**config.mk**
```make
export PLATFORM = sky130hd
export DESIGN_NAME = mem_port_arbiter
export DESIGN_NICKNAME = d
export VERILOG_FILES = /design/src/rtl/mem_port_arbiter_pkg.sv /design/src/rtl/mem_port_arbiter_wait_counter.sv /design/src/rtl/mem_port_arbiter.sv
export SDC_FILE = /design/constraint.sdc
export NUM_CORES = 1
export LEC_CHECK = 0
export BUFFER_PORTS_ARGS = -buffer_cell sky130_fd_sc_hd__buf_4
export CELL_PAD_IN_SITES_DETAIL_PLACEMENT = 2
export CELL_PAD_IN_SITES_GLOBAL_PLACEMENT = 2
export CORE_ASPECT_RATIO = 1.5
export CORE_MARGIN = 4
export CORE_UTILIZATION = 26
export CTS_CLUSTER_SIZE = 14
export DETAILED_ROUTE_END_ITERATION = 8
export GPL_TIMING_DRIVEN = 1
export PLACE_DENSITY_LB_ADDON = 0.1
export SLEW_MARGIN = 20
export SYNTH_ARGS = -nofsm -noshare
export SYNTH_HDL_FRONTEND = slang
export SYNTH_HIERARCHICAL = 1
export SYNTH_SLANG_ARGS = --single-unit
```
**constraint.sdc**
```tcl
create_clock -name clk -period 1.92 [get_ports clk]
set_input_delay 0.192 -clock clk [delete_from_list [all_inputs] [get_ports clk]]
set_output_delay 0.192 -clock clk [all_outputs]
set_load 0.05 [all_outputs]
```
**src/rtl/mem_port_arbiter_pkg.sv**
```systemverilog
// mem_port_arbiter_pkg
//   Shared definitions for the unified-memory port arbiter: FSM state
//   encoding, the instruction substituted on a fetch timeout, and default
//   values for the starvation and bus-timeout limits.
package mem_port_arbiter_pkg;

    typedef enum logic [2:0] {
        ARB_IDLE    = 3'd0,
        ARB_IF_BUSY = 3'd1,
        ARB_DM_BUSY = 3'd2,
        ARB_IF_DROP = 3'd3,
        ARB_RESP    = 3'd4
    } arb_state_e;

    // addi x0, x0, 0 -- returned to fetch when the bus never answers
    localparam logic [31:0] NOP_INSTR = 32'h0000_0013;

    localparam int unsigned ARB_STARVE_LIMIT = 4;
    localparam int unsigned ARB_TIMEOUT      = 64;

    // States in which a bus cycle is owned and mem_req is (or will be) driven
    function automatic logic is_bus_state(input arb_state_e s);
        return (s == ARB_IF_BUSY) || (s == ARB_DM_BUSY) || (s == ARB_IF_DROP);
    endfunction

endpackage

```
**src/rtl/mem_port_arbiter_wait_counter.sv**
```systemverilog
// arb_wait_counter
//   Saturating up-counter with synchronous clear (priority over enable).
//   at_limit is high while the count equals LIMIT; the count then holds.
// Ports
//   clk      in  system clock, rising edge
//   rst_n    in  async active-low reset, count -> 0
//   clear    in  synchronous clear to 0
//   enable   in  count one step (ignored at the limit)
//   at_limit out count == LIMIT
module arb_wait_counter #(
    parameter int unsigned LIMIT = 4
) (
    input  logic clk,
    input  logic rst_n,
    input  logic clear,
    input  logic enable,
    output logic at_limit
);

    localparam int unsigned W = (LIMIT < 1) ? 1 : $clog2(LIMIT + 1);

    logic [W-1:0] count;

    always_ff @(posedge clk or negedge rst_n) begin
        if (!rst_n) begin
            count <= '0;
        end else if (clear) begin
            count <= '0;
        end else if (enable && !at_limit) begin
            count <= count + 1'b1;
        end
    end

    always_comb begin
        at_limit = (count == W'(LIMIT));
    end

endmodule

```
**src/rtl/mem_port_arbiter.sv**
```systemverilog
// mem_port_arbiter
//   Shares one single-ported memory between instruction fetch (IF) and the
//   MEM-stage load/store path. One requester is granted from IDLE, the bus
//   registers are loaded, mem_req is raised the following cycle and held
//   until mem_ack (or a timeout), and a one-cycle completion pulse is issued
//   from RESP. Data wins arbitration unless IF has been denied STARVE_LIMIT
//   consecutive cycles. A flush during a fetch lets the bus cycle finish but
//   suppresses if_valid.
// Ports
//   clk, rst_n             clock / async active-low reset
//   flush                  IF/ID flush; blocks IF grant in IDLE, drops an IF access in flight
//   if_req/if_addr         fetch request (held until if_valid)
//   if_rdata/if_valid      fetched word and its 1-cycle pulse
//   dm_req/dm_we/dm_addr/dm_wdata/dm_wstrb   load/store request (held until dm_done)
//   dm_rdata/dm_done       load data and its 1-cycle pulse
//   mem_req/mem_we/mem_addr/mem_wdata/mem_wstrb   registered bus outputs
//   mem_rdata/mem_ack      bus read data and 1-cycle completion
//   stall_if/stall_mem     pipeline stalls while a request is outstanding
//   err_timeout            sticky bus-timeout flag
module mem_port_arbiter
    import mem_port_arbiter_pkg::*;
#(
    parameter int unsigned ADDR_WIDTH     = 32,
    parameter int unsigned DATA_WIDTH     = 32,
    parameter int unsigned STARVE_LIMIT   = ARB_STARVE_LIMIT,
    parameter int unsigned TIMEOUT_CYCLES = ARB_TIMEOUT
) (
    input  logic                    clk,
    input  logic                    rst_n,
    input  logic                    flush,
    input  logic                    if_req,
    input  logic [ADDR_WIDTH-1:0]   if_addr,
    output logic [DATA_WIDTH-1:0]   if_rdata,
    output logic                    if_valid,
    input  logic                    dm_req,
    input  logic                    dm_we,
    input  logic [ADDR_WIDTH-1:0]   dm_addr,
    input  logic [DATA_WIDTH-1:0]   dm_wdata,
    input  logic [DATA_WIDTH/8-1:0] dm_wstrb,
    output logic [DATA_WIDTH-1:0]   dm_rdata,
    output logic                    dm_done,
    output logic                    mem_req,
    output logic                    mem_we,
    output logic [ADDR_WIDTH-1:0]   mem_addr,
    output logic [DATA_WIDTH-1:0]   mem_wdata,
    output logic [DATA_WIDTH/8-1:0] mem_wstrb,
    input  logic [DATA_WIDTH-1:0]   mem_rdata,
    input  logic                    mem_ack,
    output logic                    stall_if,
    output logic                    stall_mem,
    output logic                    err_timeout
);

    arb_state_e state, state_next;

    logic owner_if;        // 1: current/last access belongs to fetch
    logic grant_if, grant_dm;
    logic ack_hit, timeout_hit;
    logic starve_at_limit, wait_at_limit;
    logic if_served;

    // A bus cycle ends on ack, or on the last allowed mem_req cycle without ack
    always_comb begin
        ack_hit     = mem_req && mem_ack;
        timeout_hit = mem_req && !mem_ack && wait_at_limit;
        if_served   = (state == ARB_IF_BUSY) || (state == ARB_IF_DROP) ||
                      ((state == ARB_RESP) && owner_if);
    end

    // ---------------- FSM: state register ----------------
    always_ff @(posedge clk or negedge rst_n) begin
        if (!rst_n) begin
            state <= ARB_IDLE;
        end else begin
            state <= state_next;
        end
    end

    // ---------------- FSM: next state / grant ----------------
    always_comb begin
        state_next = state;
        grant_if   = 1'b0;
        grant_dm   = 1'b0;
        unique case (state)
            ARB_IDLE: begin
                if (dm_req && (!if_req || !starve_at_limit)) begin
                    grant_dm   = 1'b1;
                    state_next = ARB_DM_BUSY;
                end else if (if_req && !flush) begin
                    grant_if   = 1'b1;
                    state_next = ARB_IF_BUSY;
                end
            end
            ARB_IF_BUSY: begin
                // flush coinciding with completion: finish silently
                if (flush) begin
                    state_next = (ack_hit || timeout_hit) ? ARB_IDLE : ARB_IF_DROP;
                end else if (ack_hit || timeout_hit) begin
                    state_next = ARB_RESP;
                end
            end
            ARB_DM_BUSY: begin
                if (ack_hit || timeout_hit) begin
                    state_next = ARB_RESP;
                end
            end
            ARB_IF_DROP: begin
                if (ack_hit || timeout_hit) begin
                    state_next = ARB_IDLE;
                end
            end
            ARB_RESP: begin
                state_next = ARB_IDLE;
            end
            default: begin
                state_next = ARB_IDLE;
            end
        endcase
    end

    // ---------------- FSM: outputs ----------------
    // Stalls are gated by rst_n so they drop together with the aborted access
    always_comb begin
        if_valid  = (state == ARB_RESP) && owner_if;
        dm_done   = (state == ARB_RESP) && !owner_if;
        stall_if  = rst_n && if_req && !if_valid;
        stall_mem = rst_n && dm_req && !dm_done;
    end

    // ---------------- bus and response registers ----------------
    always_ff @(posedge clk or negedge rst_n) begin
        if (!rst_n) begin
            owner_if    <= 1'b0;
            mem_req     <= 1'b0;
            mem_we      <= 1'b0;
            mem_addr    <= '0;
            mem_wdata   <= '0;
            mem_wstrb   <= '0;
            if_rdata    <= '0;
            dm_rdata    <= '0;
            err_timeout <= 1'b0;
        end else begin
            if (grant_dm) begin
                owner_if  <= 1'b0;
                mem_we    <= dm_we;
                mem_addr  <= dm_addr;
                mem_wdata <= dm_we ? dm_wdata : '0;
                mem_wstrb <= dm_we ? dm_wstrb : '0;
            end else if (grant_if) begin
                owner_if  <= 1'b1;
                mem_we    <= 1'b0;
                mem_addr  <= if_addr;
                mem_wdata <= '0;
                mem_wstrb <= '0;
            end

            // State is still IDLE on the grant edge, so mem_req rises one cycle later
            mem_req <= is_bus_state(state) && !ack_hit && !timeout_hit;

            if (timeout_hit) begin
                err_timeout <= 1'b1;
            end

            if ((state == ARB_IF_BUSY) && !flush) begin
                if (ack_hit) begin
                    if_rdata <= mem_rdata;
                end else if (timeout_hit) begin
                    if_rdata <= DATA_WIDTH'(NOP_INSTR);
                end
            end

            if (state == ARB_DM_BUSY) begin
                if (ack_hit) begin
                    dm_rdata <= mem_rdata;
                end else if (timeout_hit) begin
                    dm_rdata <= '0;
                end
            end
        end
    end

    // ---------------- counters ----------------
    // Consecutive cycles fetch waits while someone else holds the port
    arb_wait_counter #(
        .LIMIT (STARVE_LIMIT)
    ) u_starve_cnt (
        .clk      (clk),
        .rst_n    (rst_n),
        .clear    (!if_req || grant_if || if_served),
        .enable   (if_req),
        .at_limit (starve_at_limit)
    );

    // at_limit marks the final permitted mem_req cycle (TIMEOUT_CYCLES in total)
    arb_wait_counter #(
        .LIMIT (TIMEOUT_CYCLES - 1)
    ) u_wait_cnt (
        .clk      (clk),
        .rst_n    (rst_n),
        .clear    (grant_if || grant_dm),
        .enable   (mem_req),
        .at_limit (wait_at_limit)
    );

endmodule

```
---- Word-level counts from Yosys, hierarchy flattened ----
Cells that the tools add are included.
storage, ports and cells
  flip-flop bits (word level) ............. 148
  input bits .............................. 139
  output and inout port bits .............. 139
operators by class
  add/subtract/negate cells ............... 2
  eq/ne operators ......................... 8
  multiplexer cells ....................... 32
  reduce and logical (&&, ||, !) cells .... 43
operator list
  cell                                                                   number
  32-bit two-way mux                                                     9
  3-bit two-way mux                                                      7
  1-bit logical AND                                                      16
  4-bit two-way mux                                                      3
  6-bit two-way mux                                                      2
  3-bit case mux with 4 select lines                                     1
  1-bit zero test                                                        10
  1-bit logical OR                                                       9
  1-bit two-way mux                                                      9
  2-bit nonzero test                                                     4
  6-bit by 1-bit adder with 6-bit output, second input constant          1
  3-bit by 2-bit equality test with 1-bit output, second input constant  2
  3-bit equality test, second input constant                             2
  6-bit equality test, second input constant                             1
  2-bit AND reduction                                                    3
  3-bit by 1-bit adder with 3-bit output, second input constant          1
  3-bit by 1-bit equality test with 1-bit output, second input constant  1
  3-bit zero test                                                        1
  3-bit != test, second input constant                                   1
  2-bit two-way mux                                                      1
  2-bit != test, second input constant                                   1

---- Depth between registers and ports, before layout ----
Gate-level depths: netlist (run 1).
  depth in word-level cells ............... 9
  mapped depth ............................ 10

---- By module ----
Netlist (run 1), hierarchy kept.
by module, submodules not included
  module                            times used  cells an instance  area each (um2)
  mem_port_arbiter                  1           383                5,363.9
  arb_wait_counter at u_wait_cnt    1           39                 380.4
  arb_wait_counter at u_starve_cnt  1           18                 197.7

---- Least setup slack after synthesis (run 1) ----
No wires, ideal clock.
  kind .................................... reg-to-reg
  start point ............................. reg u_wait_cnt.count[0]
  end point ............................... reg if_rdata[21]
  library setup time ...................... 0.121 ns
  arrival ................................. 1.933 ns
  required time ........................... 1.799 ns
  setup slack ............................. -0.134 ns
  cell stages (with the launch flop) ...... 9
  path buffers ............................ 2
  clock period less this slack ............ 2.054 ns
  cells stage by stage .................... dfrtp_1 -> ha_1 -> nand2_4 -> nor2b_4 -> o21ai_1 -> or4_4 -> buf_6 -> buf_6 -> a22o_1
on the way
  word-level cells in the longest chain between the ends .. 4
ends and longest elaborated chain
  item                           line                                 text
  start: declaration             mem_port_arbiter_wait_counter.sv:22  logic [W-1:0] count;
  start signal: assignment       mem_port_arbiter_wait_counter.sv:30  count <= count + 1'b1;
  6-bit equality test            mem_port_arbiter_wait_counter.sv:35  at_limit = (count == W'(LIMIT));
  via wait_at_limit              mem_port_arbiter.sv:59               logic starve_at_limit, wait_at_limit;
  1-bit logical AND              mem_port_arbiter.sv:65               timeout_hit = mem_req && !mem_ack && wait_at_limit;
  2-bit nonzero test (no line)   -
  2-bit AND reduction (no line)  -
  end signal: assignment         mem_port_arbiter.sv:166              if_rdata <= mem_rdata;
  end signal: assignment         mem_port_arbiter.sv:168              if_rdata <= DATA_WIDTH'(NOP_INSTR);
  end: declaration               mem_port_arbiter.sv:33               output logic [DATA_WIDTH-1:0] if_rdata,
The timed path passes the listed nets, and every way through them passes these cells.
A chain may end at the register's enable or synchronous reset.

---- Worst setup path in the final report (run 1) ----
  start point ............................. reg u_wait_cnt.count[0]
  end point ............................... reg if_rdata[5]
The elaborated chain is that of the path after synthesis.

==> key figures, run 1 <==
STA
  – Final hold violation count: 0
  – Final max-slew violation count: 0
  – Worst clock skew: 0.00759 ns
  – # setup viols final: 0
  – RSZ-0062 raised after global routing: yes
  – Fin crit share: 97.6%
  – Tightest Pin Transition: 0.562 ns
  – Fin crit period: 1.87 ns
  – Peak Freq: 534 MHz
  – Setup TNS: 0 ns
  – Slew Limit Headroom: 62.2%

GRT
  – Largest net degree at the start of global routing: 82
  – Antenna violations before repair: 0
  – Grt total ovfl: 0
  – First-pass GRT wire length: 36.5 mm
  – Vias in the first global route: 6285
  – GRT Total Usage: 18.2%

Critical path
  – Slowest stage delay, CP: 0.44 ns
  – CP cell instances: ha_4 > nand2_4 > nor2b_4 > o21ai_2 > or4_4 > buf_12 > a22o_1
  – Worst EP required: 2.23 ns
  – Crit path max fanout: 29
  – Worst Setup Path Type: flip-flop to flip-flop
  – Worst setup EP type: flip-flop
  – Slowest-stage cell, CP: or4_4
  – Worst Path Buf+Inv: 1
  – Cell family with most CP delay: simple AND/OR/NAND/NOR gates
  – CP Launch Type: flip-flop
  – Worst endpoint data arrival time: 2.18 ns

Clock network
  – Root Driver: clkbuf_16
  – CTS Buffer Depth: 2
  – H-tree level count: 4
  – Clock slew at reported path FFs: 0.06 ns
  – Clock buffer count from CTS: 17
  – CTS tree: built
  – Latest clock arrival within the worst-skew pair: 0.43 ns
  – CTS Sinks: 148

Layout
  – Fill count: 2283
  – Inserted Diodes: 0
  – Fin cells: 1096
  – Footprint of the multi-input gates: 0.00210 mm2
  – Area Overhead vs Synth: 67.8%
  – Most frequent cells in the layout: 307 x buf_4, 145 x dfrtp_1, 97 x a22o_1, 69 x dlygate4sd3_1, 34 x or3_1
  – Most common cell after layout, fill and taps aside: buf_4
  – Nets@finish: 950
  – Storage cell area: 0.00371 mm2
  – Layout cells sized above 1: 49.5%
  – Fin util: 44.4%

Drt
  – DRC: 0
  – WL per Instance: 21.3 um
  – Routed WL: 23.3 mm
  – First-pass iteration count of the detailed router: 4
  – Via density: 4.97
  – Vias: 5451
  – Antenna viol nets, final: 0
  – Iteration-0 DRC Markers: 308

Logic synthesis
  – Synth Cell Area: 0.00594 mm2
  – Unique masters post-synth: 50
  – Synth Area per Inst: 13.5 um2
  – Synth warn: 6
  – Area share of the largest cell type after synthesis: 62.3%
  – Post-synth ARST share: 100%
  – Post-synth EDFFs: 0
  – Synthesized flop and latch total: 148
  – Seq/Total Area, Yosys: 62.3%
  – Mapped Cells: 440
  – Syn_nets: 582
  – Area leader, netlist: dfrtp_1
  – Synth Flop Type: dfrtp_1
  – Ranking of synthesized cells by area: dfrtp_1 62%, a22o_1 14%, o221a_2 6.3%, or3_1 3.6%, clkbuf_1 1.3%

Place
  – Routability cong.: 0.712
  – HPWL Detailed: 15.9 mm
  – IO buf count: 277
  – Placed cell count: 988

Die
  – Initial Utilization: 26.4%
  – Die width: 131 um
  – Chip height: 193 um
  – FP Rows: 67
  – Core area: 0.0225 mm2
  – Die Area: 0.0254 mm2
  – IO Count: 278

Pwr
  – Total power: 19.2 mW
  – Worst vdd ir: 702 uV
  – Power Dens Cells: 1930 mW/mm2
  – Leak: 4.78 nW

Run status
  – Status: finished clean

Min path
  – Hold crit path type: primary input to flip-flop

Run
  – Maxcap violations: 0
## worst reg2reg max path: stages, from the launching register on
cell and delay [ns]:
dfrtp_1 0.40, ha_4 0.18, nand2_4 0.06, nor2b_4 0.13, o21ai_2 0.09, or4_4 0.44
buf_12 0.19, a22o_1 0.27
## cell type report
class                           instances  area share, %
Multi-Input combinational cell        247           21.0
Clock buffer                           21           4.62
Inverter                                8          0.301
Tap cell                              276           3.46
Timing Repair Buffer                  386           31.8
Sequential cell                       148           37.2
Clock inverter                         10           1.56
## timing repair
item                       CTS  global route
resized for setup            7            10
setup endpoints to repair   47            92
hold buffers                68             1
setup buffers                1             7
pin swaps                    0             4
hold endpoints to repair   227             1
## routing by layer
metal / share of wire, % / wire length, um / vias up / GRT usage, %
met5: 0 / 0 / - / 0
met4: 0.93 / 217 / 0 / 4.85
met3: 5.6 / 1320 / 12 / 5.58
met2: 55 / 12900 / 177 / 33.8
met1: 38 / 8880 / 2808 / 20.4
li1: - / - / 2454 / -
## Yosys cell counts, drive strengths merged, types with 3 or more instances
master	number
a21boi	3
a21oi	5
a22o	97
and3	3
buf	17
clkbuf	20
dfrtp	148
ha	3
inv	8
nand2	6
nand2b	5
nand3	3
nor2	7
nor2b	3
nor3	7
nor3b	3
o211ai	3
o221a	33
o22a	3
or3	34
## cells by family (layout without fill, tap and decap cells)
logic type / count (synthesis) / in the layout / share of synthesized area [%]
flip-flops: 148 / 148 / 62.3
adder cells (fa/ha/maj): 3 / 3 / 0.632
AO/OA/AOI/OAI: 161 / 161 / 24.5
AND/OR/NAND/NOR: 81 / 81 / 8.55
multiplexers: 2 / 2 / 0.421
buffers and inverters: 45 / 425 / 3.56
## power breakdown
group	switching [mW]	internal, mW	total, mW
sequential	0.896	4.43	5.33
clock	1.32	2.23	3.54
combinational	6.67	3.69	10.4
total	8.88	10.3	19.2
## stage by stage
step	setup slack, ns	hold slack (ns)	cell area, um2
floorplan	0.00601	-0.104	5960
global placement	-0.0386	0.0219	8550
detailed placement	-0.116	0.0230	8550
CTS	0.00229	0.00710	9870
global route	-0.0232	0.0143	9970
finish	0.0465	0.0347	9970
## flip-flops by register name, indices dropped and copies added (netlist names)
name / count
dm_rdata: 32
owner_if: 1
mem_addr: 32
mem_req: 1
mem_we: 1
if_rdata: 32
state: 3
mem_wstrb: 4
err_timeout: 1
u_starve_cnt/count: 3
u_wait_cnt/count: 6
mem_wdata: 32
## final timing paths
path	slack, ns	startpoint	endpoint	cells after the start
max	0.05	u_wait_cnt/count[0]	if_rdata[5]	7
max reg2reg	0.05	u_wait_cnt/count[0]	if_rdata[5]	7
min in group asynchronous	0.20	rst_n	mem_addr[0]	2
min	0.03	if_addr[15]	mem_addr[15]	2
min reg2reg	0.48	err_timeout	err_timeout	1
max in group asynchronous	0.65	rst_n	mem_wstrb[3]	4
Note: power is estimated with default switching activity, not from simulation.
==> run 2: changes to the inputs <==
- CTS_CLUSTER_SIZE: 14 -> 12
- RECOVER_POWER: unset -> 25
==> run 2 against run 1 <==
Final cell count is the same. Maximum frequency about the same. Register-to-register slack about the same.
==> key figures, run 2 (synthesis results as in run 1) <==
Critical path
  – Worst R2R Path Depth: 7 (unchanged)
  – Worst reg2reg path endpoint: if_rdata[5]
  – Worst Setup EP: if_rdata[5]
  – Worst EP required: 2.23 ns (about the same)
  – CP Launch Point: u_wait_cnt/count[0]
  – Worst endpoint data arrival time: 2.18 ns (about the same)
  – Worst setup EP type: flip-flop
  – Reg2Reg Setup Slack: 0.05 ns (about the same)
  – R2R Path Start: u_wait_cnt/count[0]
  – Worst Setup Path Type: flip-flop to flip-flop
  – Crit path max fanout: 29 (unchanged)
  – CP Launch Type: flip-flop

Layout
  – Inserted Diodes: 0 (unchanged)
  – Nets@finish: 950 (unchanged)
  – Layout cells sized above 1: 49.5% (unchanged)
  – Area Overhead vs Synth: 67.7% (about the same)
  – Most common cell after layout, fill and taps aside: buf_4
  – Design area: 0.00997 mm2 (about the same)
  – Fill count: 2284 (+0.044%)
  – Fin util: 44.4% (about the same)
  – Fin cells: 1096 (unchanged)
  – Most frequent cells in the layout: 306 x buf_4, 145 x dfrtp_1, 97 x a22o_1, 69 x dlygate4sd3_1, 34 x or3_1

Pwr
  – Worst vdd ir: 702 uV (about the same)
  – Leak: 4.78 nW (about the same)
  – Power Dens Cells: 1930 mW/mm2 (about the same)

STA
  – RSZ-0062 raised after global routing: yes
  – Peak Freq: 534 MHz (about the same)
  – Post-route setup slack: 0.0463 ns (-0.000165 ns)
  – Fin crit share: 97.6% (about the same)
  – Fin crit period: 1.87 ns (+0.000165 ns)
  – Tightest Pin Transition: 1.09 ns (+0.525 ns)
  – Final max-slew violation count: 0 (unchanged)
  – Setup TNS: 0 ns (unchanged)
  – # setup viols final: 0 (unchanged)
  – Slew Limit Headroom: 27.5% (-35 points)
  – Worst clock skew: 0.00759 ns (unchanged)
  – Final hold violation count: 0 (unchanged)

Drt
  – First-pass iteration count of the detailed router: 4 (unchanged)
  – Via density: 4.97 (-0.11%)
  – WL per Instance: 21.3 um (about the same)
  – Vias: 5445 (-0.11%)
  – Iteration-0 DRC Markers: 308 (unchanged)
  – Antenna viol nets, final: 0 (unchanged)
  – DRC: 0 (unchanged)
  – Routed WL: 23.3 mm (about the same)

Clock network
  – CTS Sinks: 148 (unchanged)
  – Clock buffer count from CTS: 17 (unchanged)
  – CTS Buffer Depth: 2 (unchanged)
  – Clock slew at reported path FFs: 0.06 ns (about the same)
  – H-tree level count: 4 (unchanged)
  – Root Driver: clkbuf_16
  – Latest clock arrival within the worst-skew pair: 0.43 ns (about the same)
  – CTS tree: built

Place
  – HPWL Detailed: 15.9 mm (unchanged)
  – Routability cong.: 0.712 (unchanged)
  – IO buf count: 277 (unchanged)
  – Placed cell count: 988 (unchanged)
  – Placed inst area: 0.00855 mm2 (unchanged)
  – Pre-CTS setup slack: -0.116 ns (unchanged)

GRT
  – GR Layer Usage met2: 33.8% (unchanged)
  – Antenna violations before repair: 0 (unchanged)
  – GR peak layer: met2
  – Grt total ovfl: 0 (unchanged)
  – GR Util met1: 20.4% (unchanged)
  – GRT Total Usage: 18.2% (unchanged)
  – Vias in the first global route: 6285 (unchanged)
  – Largest net degree at the start of global routing: 82 (unchanged)
  – First-pass GRT wire length: 36.5 mm (unchanged)
  – Met3 Use GR: 5.58% (unchanged)

Die
  – FP Rows: 67 (unchanged)
  – Initial Utilization: 26.4% (unchanged)
  – Core area: 0.0225 mm2 (unchanged)
  – IO Count: 278 (unchanged)
  – Die width: 131 um (unchanged)
  – Die Area: 0.0254 mm2 (unchanged)
  – Chip height: 193 um (unchanged)

Min path
  – Hold crit path type: primary input to flip-flop

Run status
  – Status: finished clean

Run
  – Maxcap violations: 0 (unchanged)
[run 2: changes by cell type in the layout (fill, tap and decap cells not counted)]
cell,previous run,this run
buf_4,307,306
clkbuf_2,0,1
[run 2: report_power, final]
group | switching [mW] | internal (mW) | total [mW] | leakage (nW)
Combinational | 6.67 | 3.69 | 10.4 | 2.61
Clock | 1.32 | 2.23 | 3.54 | 0.299
Sequential | 0.896 | 4.43 | 5.33 | 1.86
[run 2: repair_timing]
| item | 4_1_cts | 5_1_grt |
|---|---|---|
| pin swaps | 0 | 4 |
| buffers inserted | 1 | 7 |
| hold endpoints to repair | 227 | 1 |
| resized for setup | 7 | 10 |
| hold buffers | 68 | 1 |
| setup endpoints to repair | 47 | 92 |
[run 2: worst max-delay path, stage by stage (launching register included)]
cell and delay (ns):
dfrtp_1 0.40, ha_4 0.18, nand2_4 0.06, nor2b_4 0.13, o21ai_2 0.09, or4_4 0.44
buf_12 0.19, a22o_1 0.25
[run 2: cell type report]
type | count | area (um2) | area share, %
Clock inverter | 10 | 155 | 1.56
Clock buffer | 21 | 460 | 4.62
Sequential cell | 148 | 3710 | 37.2
Tap cell | 276 | 345 | 3.47
Inverter | 8 | 30.0 | 0.301
Timing Repair Buffer | 386 | 3170 | 31.8
Multi-Input combinational cell | 247 | 2100 | 21.0
[run 2: worst min-delay path by stage]
stage / start / to / slack, ns / depth (start not counted)
floorplan: rst_n / dm_rdata[0] / -0.10 / 0
global placement: rst_n / mem_addr[0] / 0.02 / 1
detailed placement: rst_n / mem_addr[12] / 0.02 / 1
CTS: if_addr[16] / mem_addr[16] / 0.007 / 2
global route: if_addr[9] / mem_addr[9] / 0.01 / 2
finish: if_addr[15] / mem_addr[15] / 0.03 / 2
[run 2: routing by layer]
metal / routed length [um] / vias up
li1: - / 2454
met1: 8890 / 2802
met2: 12900 / 177
met3: 1320 / 12
met4: 217 / 0
met5: 0 / -
[run 2: per-stage QoR]
stage               total power [mW]  hold slack [ns]
floorplan                       11.9           -0.104
global placement                15.2           0.0219
detailed placement              15.5           0.0230
CTS                             19.3          0.00710
global route                    20.1           0.0143
finish                          19.2           0.0347
==> run 3: changes to the inputs <==
- BUFFER_PORTS_ARGS: -buffer_cell sky130_fd_sc_hd__buf_4 -> unset
- CORE_ASPECT_RATIO: 1.5 -> 1.2
- CORE_UTILIZATION: 26 -> 35
- DONT_BUFFER_PORTS: unset -> 1
- SLEW_MARGIN: 20 -> unset
==> run 3 against run 2 <==
The run now ends with hold timing left. Critical path depth fell by 1. Clock power fell by 7.3%. Worst setup slack improved by 0.010 ns. Combinational power fell by 63%. Flip-flop and latch count did not move. Sequential share of layout area rose by 8.5 points. Die area fell by 25%. Final area fell by 19%. Via count fell by 15%. Critical endpoint is now if_rdata[2]. Largest cell class unchanged.
==> key figures, run 3 (synthesis results as in run 1) <==
Layout
  – Area Overhead vs Synth: 36.4%
  – Storage cell area: 0.00371 mm2 (unchanged)
  – Fill count: 1543 (-32%)
  – Footprint of the multi-input gates: 0.00212 mm2 (+1.1%)
  – Fin util: 49.2% (+4.9 points)
  – Most frequent cells in the layout: 145 x dfrtp_1, 103 x dlygate4sd3_1, 97 x a22o_1, 33 x or3_1, 33 x o221a_2
  – Nets@finish: 706 (-26%)
  – Layout cells sized above 1: 22.9% (-27 points)
  – Most common cell after layout, fill and taps aside: dfrtp_1

STA
  – Worst clock skew: 0.0132 ns (+0.00560 ns)
  – Post-route setup slack: 0.0567 ns (+0.0104 ns)
  – Hold slack: -0.540 ns (-0.574 ns)
  – Slew Limit Headroom: 63.6% (+36 points)
  – Fin crit share: 97.0% (-0.54 points)
  – # setup viols final: 0 (unchanged)
  – Final hold violation count: 148 (+148)
  – Peak Freq: 537 MHz (+0.56%)
  – Tightest Pin Transition: 0.546 ns (-0.541 ns)
  – Fin crit period: 1.86 ns (-0.0104 ns)
  – Final max-slew violation count: 0 (unchanged)

GRT
  – Largest net degree at the start of global routing: 151 (+84%)
  – Grt total ovfl: 0 (unchanged)
  – GRT Total Usage: 20.8% (+2.6 points)
  – Antenna violations before repair: 1 (+1)
  – Vias in the first global route: 5146 (-18%)
  – First-pass GRT wire length: 30.8 mm (-16%)

Pwr
  – Worst vdd ir: 786 uV (+12%)
  – Power Dens Cells: 2080 mW/mm2 (+7.9%)
  – Leak: 3.50 nW (-27%)

Critical path
  – Worst Setup Path Type: flip-flop to flip-flop
  – Reg2Reg Setup Slack: 0.06 ns (about the same)
  – Worst setup EP type: flip-flop
  – CP Launch Type: flip-flop
  – Worst EP required: 2.22 ns (about the same)
  – Slowest stage delay, CP: 0.60 ns (+0.16 ns)
  – Slowest-stage cell, CP: or4_4
  – Crit path max fanout: 8 (-72%)
  – CP cell instances: ha_4 > nand2_4 > nor2b_4 > o21ai_2 > or4_4 > a22o_1
  – Worst endpoint data arrival time: 2.17 ns (about the same)

Drt
  – Via density: 5.87 (+18%)
  – Routed WL: 20.7 mm (-11%)
  – DRC: 0 (unchanged)
  – Iteration-0 DRC Markers: 221 (-28%)
  – WL per Instance: 26.1 um (+23%)
  – First-pass iteration count of the detailed router: 4 (unchanged)
  – Vias: 4636 (-15%)
  – Antenna viol nets, final: 0 (unchanged)

Clock network
  – CTS Buffer Depth: 2 (unchanged)
  – Clock buffer count from CTS: 17 (unchanged)
  – Latest clock arrival within the worst-skew pair: 0.42 ns (about the same)
  – CTS tree: built
  – Root Driver: clkbuf_16
  – CTS Sinks: 148 (unchanged)
  – Clock slew at reported path FFs: 0.07 ns (about the same)
  – H-tree level count: 4 (unchanged)
  – Hold buffer count at CTS: 103 (+51%)

Die
  – FP Rows: 51 (-24%)
  – Die width: 127 um (-3.4%)
  – Initial Utilization: 36.1% (+9.6 points)
  – IO Count: 278 (unchanged)
  – Core area: 0.0165 mm2 (-27%)
  – Chip height: 151 um (-22%)
  – Die Area: 0.0191 mm2 (-25%)

Place
  – IO buf count: 0 (-100%)
  – Pre-CTS setup slack: -0.0507 ns (+0.0652 ns)
  – Routability cong.: 0.720 (+1.2%)
  – HPWL Detailed: 12.4 mm (-22%)

Run status
  – Status: complete, but fails checks
  – Failing checks: hold timing

Min path
  – Hold crit path type: primary input to asynchronous set/reset pin

Run
  – Maxcap violations: 0 (unchanged)
==> run 3: cell type report <==
type | count | share of cell area, %
diodes | 1 | 0.0309
clock buffers | 18 | 5.42
clock inverters | 14 | 1.76
inverters | 8 | 0.370
multi-input cells | 249 | 26.2
flip-flops and latches | 148 | 45.7
well taps | 212 | 3.27
repair buffers | 140 | 17.3
==> run 3: final timing paths <==
| check | end | start | depth (start not counted) |
|---|---|---|---|
| setup / recovery | if_rdata[2] | u_wait_cnt/count[1] | 6 |
| hold / removal | mem_wdata[10] | rst_n | 0 |
| setup reg to reg | if_rdata[2] | u_wait_cnt/count[1] | 6 |
| hold reg to reg | u_starve_cnt/count[1] | u_starve_cnt/count[1] | 2 |
| max in group asynchronous | state[1] | rst_n | 0 |
| min in group clk | mem_addr[15] | dm_addr[15] | 2 |
==> run 3: power breakdown <==
group	internal [mW]	total (mW)	switching [mW]
clock	1.86	3.28	1.42
combinational	2.07	3.82	1.75
sequential	4.34	9.77	5.44
==> run 3: through the flow <==
stage	instance area [um2]	TNS [ns]	total power, mW	cells
2_1_floorplan	5960	0	11.9	440
3_3_place_gp	6370	0	13.0	645
3_5_place_dp	6370	-0.254	13.2	645
4_1_cts	7990	0	16.7	780
5_1_grt	8110	-0.0184	17.6	790
6_report	8110	0	16.9	790
==> run 3: repair_timing <==
action,in CTS,in global routing
endpoints found under the hold margin,284,148
pin swaps,1,4
endpoints found under the setup margin,71,105
gates cloned,0,2
setup buffers,0,7
resized for setup,3,15
==> run 3: routing by layer <==
metal / GRT usage (%) / share of wire [%] / routed length [um] / vias to the layer above
met5: 0 / 0 / 0 / -
met4: 6.97 / 1.9 / 400 / 0
met3: 7.38 / 7.7 / 1600 / 30
met2: 36.1 / 53 / 10800 / 191
met1: 24.0 / 38 / 7810 / 2440
li1: - / - / - / 1975
==> run 3: worst max-delay path, delay by kind of cell, from the launching register on <==
| kind | cells | cell delay, ns |
|---|---|---|
| AND/OR/NAND/NOR | 3 | 0.77 |
| flip-flops | 1 | 0.40 |
| AO/OA/AOI/OAI | 2 | 0.40 |
| adder cells (fa/ha/maj) | 1 | 0.18 |
